--- src/rtl/rx_frame_pkg.sv ---
// Shared state encoding, SIGNAL header layout and header acceptance rule
// for the receive frame sequencer.
package rx_frame_pkg;

  typedef enum logic [2:0] {
    ST_IDLE,
    ST_SIGNAL,
    ST_SERVICE,
    ST_DATA,
    ST_FLUSH
  } state_t;

  localparam int SIGNAL_BITS  = 24;
  localparam int SERVICE_BITS = 16;
  localparam int RATE_LSB     = 0;
  localparam int LEN_LSB      = 5;
  localparam int PARITY_POS   = 17;
  localparam int HDR_BITS     = PARITY_POS + 1;

  // Even parity over rate..parity, R4 set, and a non-zero length within range.
  function automatic logic hdr_ok(input logic [HDR_BITS-1:0] h, input int max_len);
    logic [11:0] len;
    len = h[LEN_LSB +: 12];
    return (^h == 1'b0) && h[RATE_LSB + 3] && (len != 12'd0) && (32'(len) <= 32'(max_len));
  endfunction

endpackage

--- src/rtl/rx_byte_packer.sv ---
// LSB-first serial-to-byte assembler; byte_valid one cycle after the 8th bit.
// No backpressure: clr drops a partial byte and any byte completing on that edge.
module rx_byte_packer (
  input  logic       Clk,
  input  logic       Reset,
  input  logic       clr,
  input  logic       data_vld,
  input  logic       data_bit,
  output logic       byte_last,
  output logic [7:0] byte_out,
  output logic       byte_valid
);

  logic [2:0] cnt;
  logic [6:0] sr;

  assign byte_last = data_vld && (cnt == 3'd7);

  always_ff @(posedge Clk) begin
    if (!Reset) begin
      cnt        <= 3'd0;
      sr         <= 7'd0;
      byte_out   <= 8'd0;
      byte_valid <= 1'b0;
    end else begin
      byte_valid <= 1'b0;
      if (clr) begin
        cnt <= 3'd0;
        sr  <= 7'd0;
      end else if (data_vld) begin
        cnt <= cnt + 3'd1;
        sr  <= {data_bit, sr[6:1]};
        if (cnt == 3'd7) begin
          byte_out   <= {data_bit, sr};
          byte_valid <= 1'b1;
        end
      end
    end
  end

endmodule

--- src/rtl/rx_frame_sequencer.sv ---
// Parses the SIGNAL header, sequences the descrambler and packs DATA bytes.
// Byte out 3 cycles after its last bit; no backpressure, a gap or stray sof aborts.
module rx_frame_sequencer
  import rx_frame_pkg::*;
#(
  parameter int MAX_LEN = 4095
) (
  input  logic        Clk,
  input  logic        Reset,
  input  logic        sof,
  input  logic        bit_in,
  input  logic        bit_valid,
  output logic        ds_reset_n,
  output logic        ds_data_in,
  input  logic        ds_data_out,
  output logic        hdr_valid,
  output logic        hdr_err,
  output logic [3:0]  rate,
  output logic [11:0] length,
  output logic [7:0]  byte_out,
  output logic        byte_valid,
  output logic        frame_done,
  output logic        frame_abort,
  output logic        busy
);

  state_t              state;
  logic [14:0]         bit_cnt;
  logic [HDR_BITS-1:0] hdr_sr;
  logic [1:0]          data_vld_sr;
  logic                in_frame;
  logic                viol;
  logic                pk_last;
  logic [14:0]         data_last;

  assign in_frame  = (state == ST_SIGNAL) || (state == ST_SERVICE) || (state == ST_DATA);
  assign viol      = in_frame && (!bit_valid || sof);
  assign data_last = {length, 3'b000} - 15'd1;

  // data_vld_sr[1] lines up with ds_data_out for bits that were DATA bits.
  rx_byte_packer u_packer (
    .Clk        (Clk),
    .Reset      (Reset),
    .clr        (viol),
    .data_vld   (data_vld_sr[1]),
    .data_bit   (ds_data_out),
    .byte_last  (pk_last),
    .byte_out   (byte_out),
    .byte_valid (byte_valid)
  );

  always_ff @(posedge Clk) begin
    if (!Reset) begin
      state       <= ST_IDLE;
      bit_cnt     <= 15'd0;
      hdr_sr      <= '0;
      data_vld_sr <= 2'b00;
      ds_reset_n  <= 1'b0;
      ds_data_in  <= 1'b0;
      hdr_valid   <= 1'b0;
      hdr_err     <= 1'b0;
      rate        <= 4'd0;
      length      <= 12'd0;
      frame_done  <= 1'b0;
      frame_abort <= 1'b0;
      busy        <= 1'b0;
    end else begin
      hdr_valid   <= 1'b0;
      hdr_err     <= 1'b0;
      frame_done  <= 1'b0;
      frame_abort <= 1'b0;
      ds_data_in  <= 1'b0;
      data_vld_sr <= {data_vld_sr[0], 1'b0};
      case (state)
        ST_IDLE: begin
          if (sof && bit_valid) begin
            state      <= ST_SIGNAL;
            busy       <= 1'b1;
            ds_reset_n <= 1'b1;
            ds_data_in <= bit_in;
            hdr_sr     <= {bit_in, hdr_sr[HDR_BITS-1:1]};
            bit_cnt    <= 15'd1;
            rate       <= 4'd0;
            length     <= 12'd0;
          end
        end
        ST_SIGNAL, ST_SERVICE, ST_DATA: begin
          if (viol) begin
            state       <= ST_IDLE;
            busy        <= 1'b0;
            ds_reset_n  <= 1'b0;
            frame_abort <= 1'b1;
            bit_cnt     <= 15'd0;
            data_vld_sr <= 2'b00;
          end else begin
            ds_data_in <= bit_in;
            bit_cnt    <= bit_cnt + 15'd1;
            if (state == ST_SIGNAL) begin
              if (bit_cnt < 15'(HDR_BITS))
                hdr_sr <= {bit_in, hdr_sr[HDR_BITS-1:1]};
              if (bit_cnt == 15'(SIGNAL_BITS - 1)) begin
                bit_cnt <= 15'd0;
                if (hdr_ok(hdr_sr, MAX_LEN)) begin
                  state     <= ST_SERVICE;
                  hdr_valid <= 1'b1;
                  rate      <= hdr_sr[RATE_LSB +: 4];
                  length    <= hdr_sr[LEN_LSB +: 12];
                end else begin
                  // Rejecting here also keeps a zero-length frame out of the descrambler.
                  state      <= ST_IDLE;
                  busy       <= 1'b0;
                  ds_reset_n <= 1'b0;
                  hdr_err    <= 1'b1;
                end
              end
            end else if (state == ST_SERVICE) begin
              if (bit_cnt == 15'(SERVICE_BITS - 1)) begin
                bit_cnt <= 15'd0;
                state   <= ST_DATA;
              end
            end else begin
              data_vld_sr <= {data_vld_sr[0], 1'b1};
              if (bit_cnt == data_last) begin
                bit_cnt <= 15'd0;
                state   <= ST_FLUSH;
              end
            end
          end
        end
        ST_FLUSH: begin
          if (pk_last) begin
            state      <= ST_IDLE;
            busy       <= 1'b0;
            ds_reset_n <= 1'b0;
            frame_done <= 1'b1;
          end
        end
        default: state <= ST_IDLE;
      endcase
    end
  end

endmodule

--- config.mk ---
export PLATFORM = sky130hd
export DESIGN_NAME = rx_frame_sequencer
export DESIGN_NICKNAME = d
export VERILOG_FILES = /design/src/rtl/rx_frame_pkg.sv /design/src/rtl/rx_byte_packer.sv /design/src/rtl/rx_frame_sequencer.sv
export SDC_FILE = /design/constraint.sdc
export NUM_CORES = 1
export LEC_CHECK = 0
export ABC_AREA = 0
export CAP_MARGIN = 20
export CORE_ASPECT_RATIO = 1.75
export CORE_MARGIN = 3
export CORE_UTILIZATION = 52
export DETAILED_ROUTE_END_ITERATION = 6
export PLACE_DENSITY_LB_ADDON = 0.15
export RECOVER_POWER = 100
export SLEW_MARGIN = 20
export SYNTH_ARGS = -nofsm -noshare
export SYNTH_HDL_FRONTEND = slang
export SYNTH_HIERARCHICAL = 1
export SYNTH_SLANG_ARGS = --single-unit
--- constraint.sdc ---
create_clock -name Clk -period 2.5 [get_ports Clk]
set_input_delay 0.25 -clock Clk [delete_from_list [all_inputs] [get_ports Clk]]
set_output_delay 0.25 -clock Clk [all_outputs]
set_load 0.005 [all_outputs]
==> metrics.cfg <==
[clock_network]
clock_latency_ns=0.34
ctsHoldBuffers=0
h-tree-depth=3
cts_max_path_buffers=2
cts_tree=yes
root_buffer=clkbuf_16
cts_sinks=79
clk_pin_slew_ns=0.05
cts_buffers=9

[global_route]
grt_pass1_wl_um=16400
grt_overflow=0
grt_max_degree=31
grt_pass1_vias=3437
antenna_found_initial=0
grt_use_total=0.240

[placed_design]
placed_cells=591
dp_hpwl_um=7210
gp_congestion=0.860
dpl_cell_area_um2=4810
port_buffers=37

[cells_and_area]
drive_above_1_share=0.178
final_cells=608
final_cell_mix=78 x dfxtp_1, 56 x nor2_1, 48 x buf_4
syn2layout_area_growth_pct=30.0
final_common_cell=dfxtp_1
nets=529
diodes=0
fin_area_um2=5220

[yosys]
yosysUniqueCellTypes=64
synth_ff_type=dfxtp_1
yosys-top-cells-area=dfxtp_1 39%, mux2i_1 9.5%, nor2_1 5.2%
syn_area_um2=4020
ys_ff_latch=79
synth_fp_nets=452
ys_seq_area_frac=0.394
async_flop_share=0
synth_edf_count=0
syn_avg_cell_area_um2=9.09
yosysTopAreaCell=dfxtp_1
synth_top_area_frac=0.394
synthCells=442
yosys_warnings=6

[timing]
fmax_mhz=383
slew_violations=0
rsz0062_at_grt=true
min_period_over_period=1.04
clock_skew_ns=0.00646
setup-violations-final=17
relSlewSlack=0.574
min_period_ns=2.61
hold_ws_ns=0.453
finalSetupTns_ns=-1.32
hold_viol_final=0
fin_ws_ns=-0.108
tightest_slew_ns=0.633

[die]
die_width_um=72.5
ios=38
dieArea_um2=8860
rows=41
fp.dieH_um=122
start_util=0.548
core_um2=7340

[pwr]
switching_power_uw=664
powerDensity_nw_per_um2=582
ir_drop_uv=453
p_int_uw=2380
p_clk_frac=0.482
sw_frac_of_total=0.218
comb_power_share=0.098
power.total_uw=3040
p_leak_uw=0.00220
power_frac_seq=0.420

[run]
drv_cap=0

[min_path]
hold_path_class=flip-flop to flip-flop

[setup_path]
worstPathRequired_ns=2.71
cp-start-kind=flip-flop
cp-end-kind=flip-flop
cp_data_arrival_time_ns=2.82
crit_fanout=13
worstSetupPathType=flip-flop to flip-flop

[run_status]
violations=setup timing
status=complete, but fails checks

[drt]
wirelength_um=10000
vias_per_cell=5.92
first_iter_violations=196
vias=3597
drt-wirelength-per-cell_um=16.5
first_pass_iters=4
drc_errors=0
detail-route-antenna-nets=0

-- final cells by class --
class / count / area [µm²]
Multi-Input combinational cell: 324 / 2300
Fill cell: 564 / 2110
Sequential cell: 79 / 1580
Timing Repair Buffer: 96 / 865
Clock buffer: 10 / 239
Tap cell: 86 / 108
Clock inverter: 4 / 95.1
Inverter: 9 / 33.8
-- stage by stage --
| stage | worst slack, ns | util |
|---|---|---|
| 3_3_place_gp | -0.0766 | 0.656 |
| 6_report | -0.108 | 0.712 |
| 4_1_cts | -0.130 | 0.713 |
| 2_1_floorplan | -0.00438 | - |
| 5_1_grt | -0.217 | 0.712 |
| 3_5_place_dp | -0.154 | 0.656 |
-- what timing repair did --
action	CTS	global route
endpoints found under the setup margin	32	33
buffers inserted	1	1
resized for setup	12	1
gates cloned	1	0
pin swaps	5	6
-- logic make-up (layout without fill, tap and decap cells) --
logic type,count (synthesis),count (layout),synth area share
AOI/OAI and AO/OA,77,77,0.154
xor gates and xnor gates,29,29,0.0704
adders and majority gates,4,4,0.0125
buffers and inverters,39,119,0.0476
DFF,79,79,0.394
muxes,39,39,0.100
and+or+nand+nor,175,175,0.222
-- critical path, cell delays in order, from the launching register on --
cell and delay [ns]:
dfxtp_2 0.32, inv_2 0.06, ha_4 0.13, or4b_4 0.48
o41ai_4 0.25, a32oi_1 0.17, a2111oi_2 0.35, o211ai_2 0.26
a21oi_2 0.24, buf_12 0.16, a2111oi_0 0.06
-- synthesized netlist by cell type (10+ instances only) --
cell type	count
xnor2_1	23
nand3_1	17
a211oi_1	12
o21ai_0	10
and3_1	11
nand2_1	37
mux2i_1	38
dfxtp_1	79
clkbuf_1	18
a22o_1	15
nor2_1	56
-- final timing paths --
path	start	to	slack (ns)	cells past startpoint
max	length[0]$_SDFFE_PN0P_	bit_cnt[12]$_SDFFE_PN0P_	-0.11	10
min	u_packer/byte_out[6]$_SDFFE_PN0P_	u_packer/byte_out[6]$_SDFFE_PN0P_	0.45	2
max reg2reg	length[0]$_SDFFE_PN0P_	bit_cnt[12]$_SDFFE_PN0P_	-0.11	10
min reg2reg	u_packer/byte_out[6]$_SDFFE_PN0P_	u_packer/byte_out[6]$_SDFFE_PN0P_	0.45	2
-- power by group through the flow --
stage	Combinational [µW]	Clock [µW]	Sequential [µW]
2_1_floorplan	190	0	1310
3_3_place_gp	288	0	1300
3_5_place_dp	293	0	1310
4_1_cts	298	1490	1280
5_1_grt	319	1530	1280
6_report	298	1460	1280
-- layer usage --
| metal | routed length (µm) | part of all wire | global-route usage | up-vias |
|---|---|---|---|---|
| met5 | 0 | 0 | 0 | - |
| met4 | 343 | 0.034 | 0.122 | 0 |
| met3 | 377 | 0.038 | 0.0434 | 30 |
| met2 | 5550 | 0.55 | 0.450 | 98 |
| met1 | 3760 | 0.37 | 0.247 | 1716 |
| li1 | - | - | - | 1753 |
-- flip-flops by register name, summed over array words and instances (netlist names) --
signal,count
hdr_sr,18
bit_cnt,15
length,12
u_packer/byte_out,8
u_packer/sr,7
rate,4
state,3
u_packer/cnt,3
data_vld_sr,2
busy,1
ds_data_in,1
frame_abort,1
frame_done,1
hdr_err,1
hdr_valid,1
u_packer/byte_valid,1
(Power assumes the default switching activity.)
